<file path="config.mk">
export PLATFORM = sky130hd
export DESIGN_NAME = mem_port_arbiter
export DESIGN_NICKNAME = d
export VERILOG_FILES = /design/src/rtl/mem_port_arbiter_pkg.sv /design/src/rtl/mem_port_arbiter_pick.sv /design/src/rtl/mem_port_arbiter.sv
export SDC_FILE = /design/constraint.sdc
export NUM_CORES = 1
export LEC_CHECK = 0
export CAP_MARGIN = 20
export CORE_MARGIN = 3
export CORE_UTILIZATION = 26
export CTS_CLUSTER_DIAMETER = 80
export DETAILED_ROUTE_END_ITERATION = 8
export PLACE_DENSITY = 0.9
export SYNTH_ARGS = -nofsm -noshare
export SYNTH_HDL_FRONTEND = slang
export SYNTH_SLANG_ARGS = --single-unit
</file>
<file path="constraint.sdc">
create_clock -name clk -period 3 [get_ports clk]
set_input_delay 0.45 -clock clk [delete_from_list [all_inputs] [get_ports clk]]
set_output_delay 0.45 -clock clk [all_outputs]
set_load 0.01 [all_outputs]
</file>
<file path="src/rtl/mem_port_arbiter_pkg.sv">
// Shared constants for the single-port memory arbiter: owner encodings and default hold limit.
package mem_port_arbiter_pkg;

  localparam logic OWNER_A      = 1'b0;
  localparam logic OWNER_B      = 1'b1;
  localparam int   MAX_HOLD_DEF = 4;

endpackage

</file>
<file path="src/rtl/mem_port_arbiter_pick.sv">
// Pure combinational grant decision for the memory arbiter.
// MEM_ARB_RR_EN selects round-robin tie-break; default is fixed priority to port A.
module mem_arb_pick
  import mem_port_arbiter_pkg::*;
#(
  parameter int MAX_HOLD = MAX_HOLD_DEF,
  parameter int HOLD_W   = $clog2(MAX_HOLD + 1)
) (
  input  logic              a_req,
  input  logic              b_req,
  input  logic              a_lock,
  input  logic              b_lock,
  input  logic              owner,
  input  logic [HOLD_W-1:0] hold_cnt,
  output logic              a_gnt,
  output logic              b_gnt
);

  always_comb begin
    a_gnt = 1'b0;
    b_gnt = 1'b0;
    if (a_req && !b_req) begin
      a_gnt = 1'b1;
    end else if (b_req && !a_req) begin
      b_gnt = 1'b1;
    end else if (a_req && b_req) begin
      // Starvation guard outranks lock so a burst can never shut the other port out.
      if (hold_cnt == HOLD_W'(MAX_HOLD)) begin
        if (owner == OWNER_A) b_gnt = 1'b1;
        else                  a_gnt = 1'b1;
      end else if (owner == OWNER_A && a_lock) begin
        a_gnt = 1'b1;
      end else if (owner == OWNER_B && b_lock) begin
        b_gnt = 1'b1;
      end else begin
`ifdef MEM_ARB_RR_EN
        if (owner == OWNER_A) b_gnt = 1'b1;
        else                  a_gnt = 1'b1;
`else
        a_gnt = 1'b1;
`endif
      end
    end
  end

endmodule

</file>
<file path="src/rtl/mem_port_arbiter.sv">
// Two-port front end for one single-port synchronous memory (1-cycle registered read).
// Tie-break policy selected by MEM_ARB_RR_EN (see mem_arb_pick).
module mem_port_arbiter
  import mem_port_arbiter_pkg::*;
#(
  parameter int WIDTH     = 8,
  parameter int ADDR_SIZE = 10,
  parameter int MAX_HOLD  = MAX_HOLD_DEF
) (
  input  logic                 clk,
  input  logic                 reset,
  input  logic                 a_req,
  input  logic                 a_wen,
  input  logic                 a_lock,
  input  logic [ADDR_SIZE-1:0] a_addr,
  input  logic [WIDTH-1:0]     a_din,
  output logic                 a_gnt,
  output logic                 a_rvalid,
  output logic [WIDTH-1:0]     a_dout,
  input  logic                 b_req,
  input  logic                 b_wen,
  input  logic                 b_lock,
  input  logic [ADDR_SIZE-1:0] b_addr,
  input  logic [WIDTH-1:0]     b_din,
  output logic                 b_gnt,
  output logic                 b_rvalid,
  output logic [WIDTH-1:0]     b_dout,
  output logic                 mem_cs,
  output logic                 mem_wen,
  output logic [ADDR_SIZE-1:0] mem_addr,
  output logic [WIDTH-1:0]     mem_din,
  input  logic [WIDTH-1:0]     mem_dout
);

  localparam int HOLD_W = $clog2(MAX_HOLD + 1);

  logic              owner_q, owner_d;
  logic [HOLD_W-1:0] hold_q, hold_d;
  logic              a_rvalid_q, b_rvalid_q;
  logic              pick_a, pick_b;
  logic              other_req;

  mem_arb_pick #(
    .MAX_HOLD (MAX_HOLD),
    .HOLD_W   (HOLD_W)
  ) u_pick (
    .a_req    (a_req),
    .b_req    (b_req),
    .a_lock   (a_lock),
    .b_lock   (b_lock),
    .owner    (owner_q),
    .hold_cnt (hold_q),
    .a_gnt    (pick_a),
    .b_gnt    (pick_b)
  );

  // Grants are combinational, so gate them directly with reset to keep the memory quiet while held.
  assign a_gnt = pick_a & reset;
  assign b_gnt = pick_b & reset;

  always_comb begin
    owner_d   = owner_q;
    hold_d    = '0;
    other_req = 1'b0;
    if (a_gnt || b_gnt) begin
      owner_d   = a_gnt ? OWNER_A : OWNER_B;
      other_req = a_gnt ? b_req : a_req;
      if (owner_d == owner_q && other_req)
        hold_d = (hold_q == HOLD_W'(MAX_HOLD)) ? hold_q : hold_q + 1'b1;
      else if (other_req)
        hold_d = HOLD_W'(1);
    end
  end

  always_comb begin
    mem_cs   = a_gnt | b_gnt;
    mem_wen  = 1'b0;
    mem_addr = '0;
    mem_din  = '0;
    if (a_gnt) begin
      mem_wen  = a_wen;
      mem_addr = a_addr;
      mem_din  = a_din;
    end else if (b_gnt) begin
      mem_wen  = b_wen;
      mem_addr = b_addr;
      mem_din  = b_din;
    end
  end

  always_ff @(posedge clk or negedge reset) begin
    if (!reset) begin
      owner_q    <= OWNER_B;
      hold_q     <= '0;
      a_rvalid_q <= 1'b0;
      b_rvalid_q <= 1'b0;
    end else begin
      owner_q    <= owner_d;
      hold_q     <= hold_d;
      a_rvalid_q <= a_gnt & ~a_wen;
      b_rvalid_q <= b_gnt & ~b_wen;
    end
  end

  assign a_rvalid = a_rvalid_q;
  assign b_rvalid = b_rvalid_q;
  assign a_dout   = mem_dout;
  assign b_dout   = mem_dout;

endmodule
</file>
After elaboration in Yosys (flattened, before gate mapping). Cells that the tools add are included.

Add/subtract/negate cells: 1. Multipliers: 0. Div/mod/pow operators: 0. Order comparisons: 0. Eq/ne operators: 3. Shift-type cells: 0. Mux-type cells: 26. Bitwise gates (word level): 8. Reduce and logical (&&, ||, !) cells: 9.

Operator list (count): $mux 10 (2); $mux 1 (19); $mux 8 (2); $mux 3 (3); $logic_and 1x1->1 (6); $and 1x1->1 (4); $add 3x1->3 const B (1); $eq 3x3->1 const B (1); $ne 3x3->1 const B (1); $not 1->1 (3); $logic_not 1->1 (2); $eq 1x1->1 (1); $logic_or 1x1->1 (1); $or 1x1->1 (1).

Register bits after elaboration: 6. Bits in latches: 0. Bits in writable memories: 0. Bits in read-only memories: 0. Bits of input ports: 52. Output and inout port bits: 40. Word-level logic and storage cells: 51. Memories kept: 0.

Logic depth before layout (Yosys ltp).
Depth after elaboration: 13. Gate-level depth with buffers: 6. Mapped depth without buffers: 5.

Cells and area by module. Synthesis repeated with hierarchy kept, for this count alone.

Cells, all modules: 80. Area, all modules: 694.4 um2.

By module, submodules not included: mem_port_arbiter (instances 1, cells each 73, area each 650.6 um2, seq. area each 151.4 um2); mem_arb_pick (instances 1, cells each 7, area each 43.8 um2, seq. area each 0.0 um2).

Worst setup path before layout. No wires, ideal clock.

Path kind: reg2out. From: register hold_q[0]. To: output mem_addr[8]. Data arrival time: 1.580 ns. Data required time: 2.550 ns. Path slack: 0.970 ns. Stages on the path, launching flop included: 7. Path buffers: 1. Path through: dfrtp_1 > inv_1 > ha_1 > and4_1 > a311oi_2 > clkbuf_1 > a22o_1.

Longest elaborated chain between the ends: 8. Elaborated cells on any way between the ends: 13. Those cells by class: eq/ne: 1; mux: 10; bitwise: 2.

RTL lines: from (decl) (line mem_port_arbiter.sv:38) `logic [HOLD_W-1:0] hold_q, hold_d;`; from (signal assigned) (line mem_port_arbiter.sv:99) `hold_q <= hold_d;`; $eq 3x3->1 * (line mem_port_arbiter_pick.sv:28) `if (hold_cnt == HOLD_W'(MAX_HOLD)) begin`; $mux 1 (line mem_port_arbiter_pick.sv:28); $mux 1 (line mem_port_arbiter_pick.sv:26) `end else if (a_req && b_req) begin`; $mux 1 (line mem_port_arbiter_pick.sv:24) `end else if (b_req && !a_req) begin`; $mux 1 (line mem_port_arbiter_pick.sv:22) `if (a_req && !b_req) begin`; $and 1x1->1 (line mem_port_arbiter.sv:59) `assign b_gnt = pick_b & reset;`; $mux 10 (line mem_port_arbiter.sv:84) `end else if (b_gnt) begin`; $mux 10 * (line mem_port_arbiter.sv:80) `if (a_gnt) begin`; to (decl) (line mem_port_arbiter.sv:30) `output logic [ADDR_SIZE-1:0] mem_addr,`.

Every way passes the cells marked *; elsewhere a longest branch is shown, timed or not.

Worst setup path after layout.
From: input b_req. To: output mem_din[6].

Longest elaborated chain between the ends: 7. Elaborated cells on any way between the ends: 14. Those cells by class: mux: 8; bitwise: 2; reduce/logical: 4.

RTL lines: from (decl) (line mem_port_arbiter.sv:20) `input logic b_req,`; $logic_and 1x1->1 (line mem_port_arbiter_pick.sv:26); $mux 1 (line mem_port_arbiter_pick.sv:26); $mux 1 (line mem_port_arbiter_pick.sv:24); $mux 1 (line mem_port_arbiter_pick.sv:22); $and 1x1->1 (line mem_port_arbiter.sv:59); $mux 8 (line mem_port_arbiter.sv:84); $mux 8 * (line mem_port_arbiter.sv:80); to (decl) (line mem_port_arbiter.sv:31) `output logic [WIDTH-1:0] mem_din,`.

Marked as above.

==> metrics.md <==
| Metric | Value |
|---|---|
| Avg Cell Area, Syn | `8.96 um2` |
| First-pass GRT wire length | `3950 um` |
| Fillers | `198` |
| Vias in the first global route | `739` |
| Required @ worst endpoint | `2550 ps` |
| Share of layout cells above drive strength 1 | `0.107` |
| Total GRT Usage | `0.159` |
| CP endpoint kind | `primary output` |
| Unique masters post-synth | `26` |
| Worst-margin pin slew | `284 ps` |
| Clock transition at path regs | `50 ps` |
| Max Clock Freq | `341 MHz` |
| Core area | `2340 um2` |
| Sequential share of the synthesized area | `0.225` |
| Die height | `56.8 um` |
| Final Hold Fails | `0` |
| Synth Area in Compound Gates | `0.343` |
| Sequential power share | `0.271` |
| Starting density of the core | `0.287` |
| Pleak | `0.518 nW` |
| Status | `complete, no violations` |
| Sw Ratio | `0.280` |
| Max IR drop VDD | `0.264 mV` |
| Ant diodes | `0` |
| Post-synthesis mux area share | `0.0149` |
| Num CTS Buffers | `3` |
| Max Buffers Root-to-Sink | `2` |
| Synth cell count leaders | `a22o_1, buf_4, dfrtp_1, nand2_1` |
| Worst slew margin | `0.810` |
| Chip Width | `56.8 um` |
| Max Cap Viol | `0` |
| Power Density | `262 nW/um2` |
| YS warnings | `0` |
| Area growth syn-to-layout | `93.3%` |
| Internal | `0.245 mW` |
| Die area | `3230 um2` |
| TritonCTS clock tree | `built` |
| DRC violation count after routing | `0` |
| WHS | `504 ps` |
| Pins Over Slew Limit | `0` |
| Largest family of logic cells by synthesized area | `compound AO/OA/AOI/OAI gates` |
| Vias | `789` |
| Gate Count Post-Synth | `75` |
| Logic gate share of total power | `0.481` |
| GPL Wtd Cong | `0.843` |
| CTS H-Tree Depth | `1` |
| Area share of the largest cell type after synthesis | `0.235` |
| Worst min-delay path class | `flop to flop` |
| Buffers on Ports | `66` |
| Synth async-reset ratio | `1.00` |
| Area leader, netlist | `a22o_1` |
| Clock latency on the worst-skew pair | `250 ps` |
| Critical Path AT | `2480 ps` |
| Adder-Cell Fraction of Synth Area | `0.0372` |
| I/O pin count | `92` |
| Clock sink count | `6` |
| Largest net degree at the start of global routing | `12` |
| Number of synthesized flops with an enable pin | `0` |
| Setup crit start kind | `input port` |
| Clk pwr share | `0.248` |
| Ys flop type | `dfrtp_1` |
| Row cnt | `17` |
| Finished Layout Cells | `159` |
| DP Wirelength | `2210 um` |
| Psw | `0.0955 mW` |
| Initial antenna violation count | `0` |
| Critical Path Fanout Max | `10` |
| Crit path kind | `input port to primary output` |
| Total setup buffers inserted after CTS | `0` |
| Post-synthesis cell area | `672 um2` |
| Vias/cell | `4.96` |
| Final #Nets | `186` |
| Dominant cell by count in the synthesized netlist | `a22o_1` |
| Synth area leaders | `a22o_1, dfrtp_1, buf_4` |
| Remaining Overflow, GRT | `0` |
| Routed WL | `2640 um` |
| Post-synthesis xor/xnor area fraction | `0` |
| Worst Skew | `0.229 ps` |
| Detail Route Antenna Nets | `0` |
| Root buffer cell | `clkbuf_4` |
| Synthesized net count | `129` |
| Min Tclk post-route | `2930 ps` |
| RSZ-0062 raised after global routing | `yes` |
| Synth Area in Simple Gates | `0.138` |
| Final setup viols | `0` |
| #FFs+latches synth | `6` |
| Drt pass-1 iters | `4` |
| Final period util | `0.978` |
| Placed cells | `154` |
| Initial drt markers | `39` |
| Wirelength per Cell | `16.6 um` |
| Total power | `0.341 mW` |
[per-layer routing]
layer  part of all wire  track usage  vias to the layer above  wire length (um)
li1                   -            -                      379                 -
met1               0.35        0.170                      351               936
met2               0.52        0.277                       49              1370
met3               0.10       0.0575                       10               273
met4              0.023       0.0695                        0                61
met5                  0            0                        -                 0
[power groups by stage]
stage | Sequential, mW | Clock (mW) | Combinational, mW
2_1_floorplan | 0.0919 | 0 | 0.0744
3_3_place_gp | 0.0921 | 0 | 0.159
3_5_place_dp | 0.0925 | 0 | 0.162
4_1_cts | 0.0912 | 0.0881 | 0.163
5_1_grt | 0.0933 | 0.0933 | 0.175
6_report | 0.0923 | 0.0845 | 0.164
[cells by family (layout without fill, tap and decap cells)]
kind of cell             Yosys count  in the layout
AO/OA/AOI/OAI                     26             26
adder cells (fa/ha/maj)            2              2
buffers and inverters             23             79
flip-flops                         6              6
multiplexers                       1              1
AND/OR/NAND/NOR                   17             17
[worst paths after layout]
check                          start    endpoint  slack (ps)  cells past startpoint
max                            b_req  mem_din[6]          70                      6
min                        hold_q[0]   hold_q[0]         500                      1
max reg2reg                hold_q[0]    a_rvalid        1350                      6
min reg2reg                hold_q[0]   hold_q[0]         500                      1
max in group asynchronous      reset    b_rvalid        2260                      2
min in group asynchronous      reset     owner_q         610                      1
[critical path, cell delays in order]
cell             delay (ps)
clkdlybuf4s50_1         510
and4b_1                 260
a311oi_4                320
buf_4                   230
a22o_1                  170
clkdlybuf4s50_1         540
[sequential cells by signal, summed over array words and instances, names as in the netlist]
register and cells:
b_rvalid 1, owner_q 1, hold_q 3, a_rvalid 1
[what timing repair did]
item	CTS	global route
gates resized for setup	0	3
hold buffers	0	0
setup endpoints to repair	0	18
[layout by cell type (no fill, tap or decap)]
| master | instances |
|---|---|
| a21oi_1 | 2 |
| clkbuf_1 | 1 |
| nand2_1 | 4 |
| nor2b_1 | 1 |
| and4_1 | 1 |
| nand3_1 | 2 |
| nor2_1 | 3 |
| inv_1 | 3 |
| buf_4 | 5 |
| buf_2 | 1 |
| nand2_2 | 1 |
| and2b_1 | 1 |
| clkdlybuf4s50_1 | 66 |
| o21a_1 | 1 |
| a22o_2 | 1 |
| ha_1 | 2 |
| and4b_1 | 1 |
| a31oi_1 | 1 |
| a311oi_1 | 1 |
| dfstp_2 | 1 |
| mux2i_1 | 1 |
| a311oi_4 | 1 |
| and2_0 | 1 |
| clkbuf_4 | 3 |
| a311oi_2 | 1 |
| nand2b_1 | 1 |
| or2b_1 | 1 |
| a22o_1 | 18 |
| dfrtp_1 | 5 |
[per-stage QoR]
stage / util / instance area (um2) / TNS [ps] / worst slack [ps]
6_report: 0.555 / 1300 / 0 / 65.5
5_1_grt: 0.555 / 1300 / -0.926 / -0.926
4_1_cts: 0.547 / 1280 / 0 / 58.8
3_5_place_dp: 0.536 / 1250 / 0 / 58.8
3_3_place_gp: 0.536 / 1250 / 0 / 132
2_1_floorplan: - / 672 / 0 / 970
[area by class of cell]
class / count / area [um2] / share of cell area
Clock buffer: 4 / 26.3 / 0.0202
Inverter: 3 / 11.3 / 0.00867
Multi-Input combinational cell: 46 / 372 / 0.286
Sequential cell: 6 / 151 / 0.117
Tap cell: 28 / 35.0 / 0.0270
Timing Repair Buffer: 72 / 703 / 0.541
Note: power is estimated with default switching activity, not from simulation.
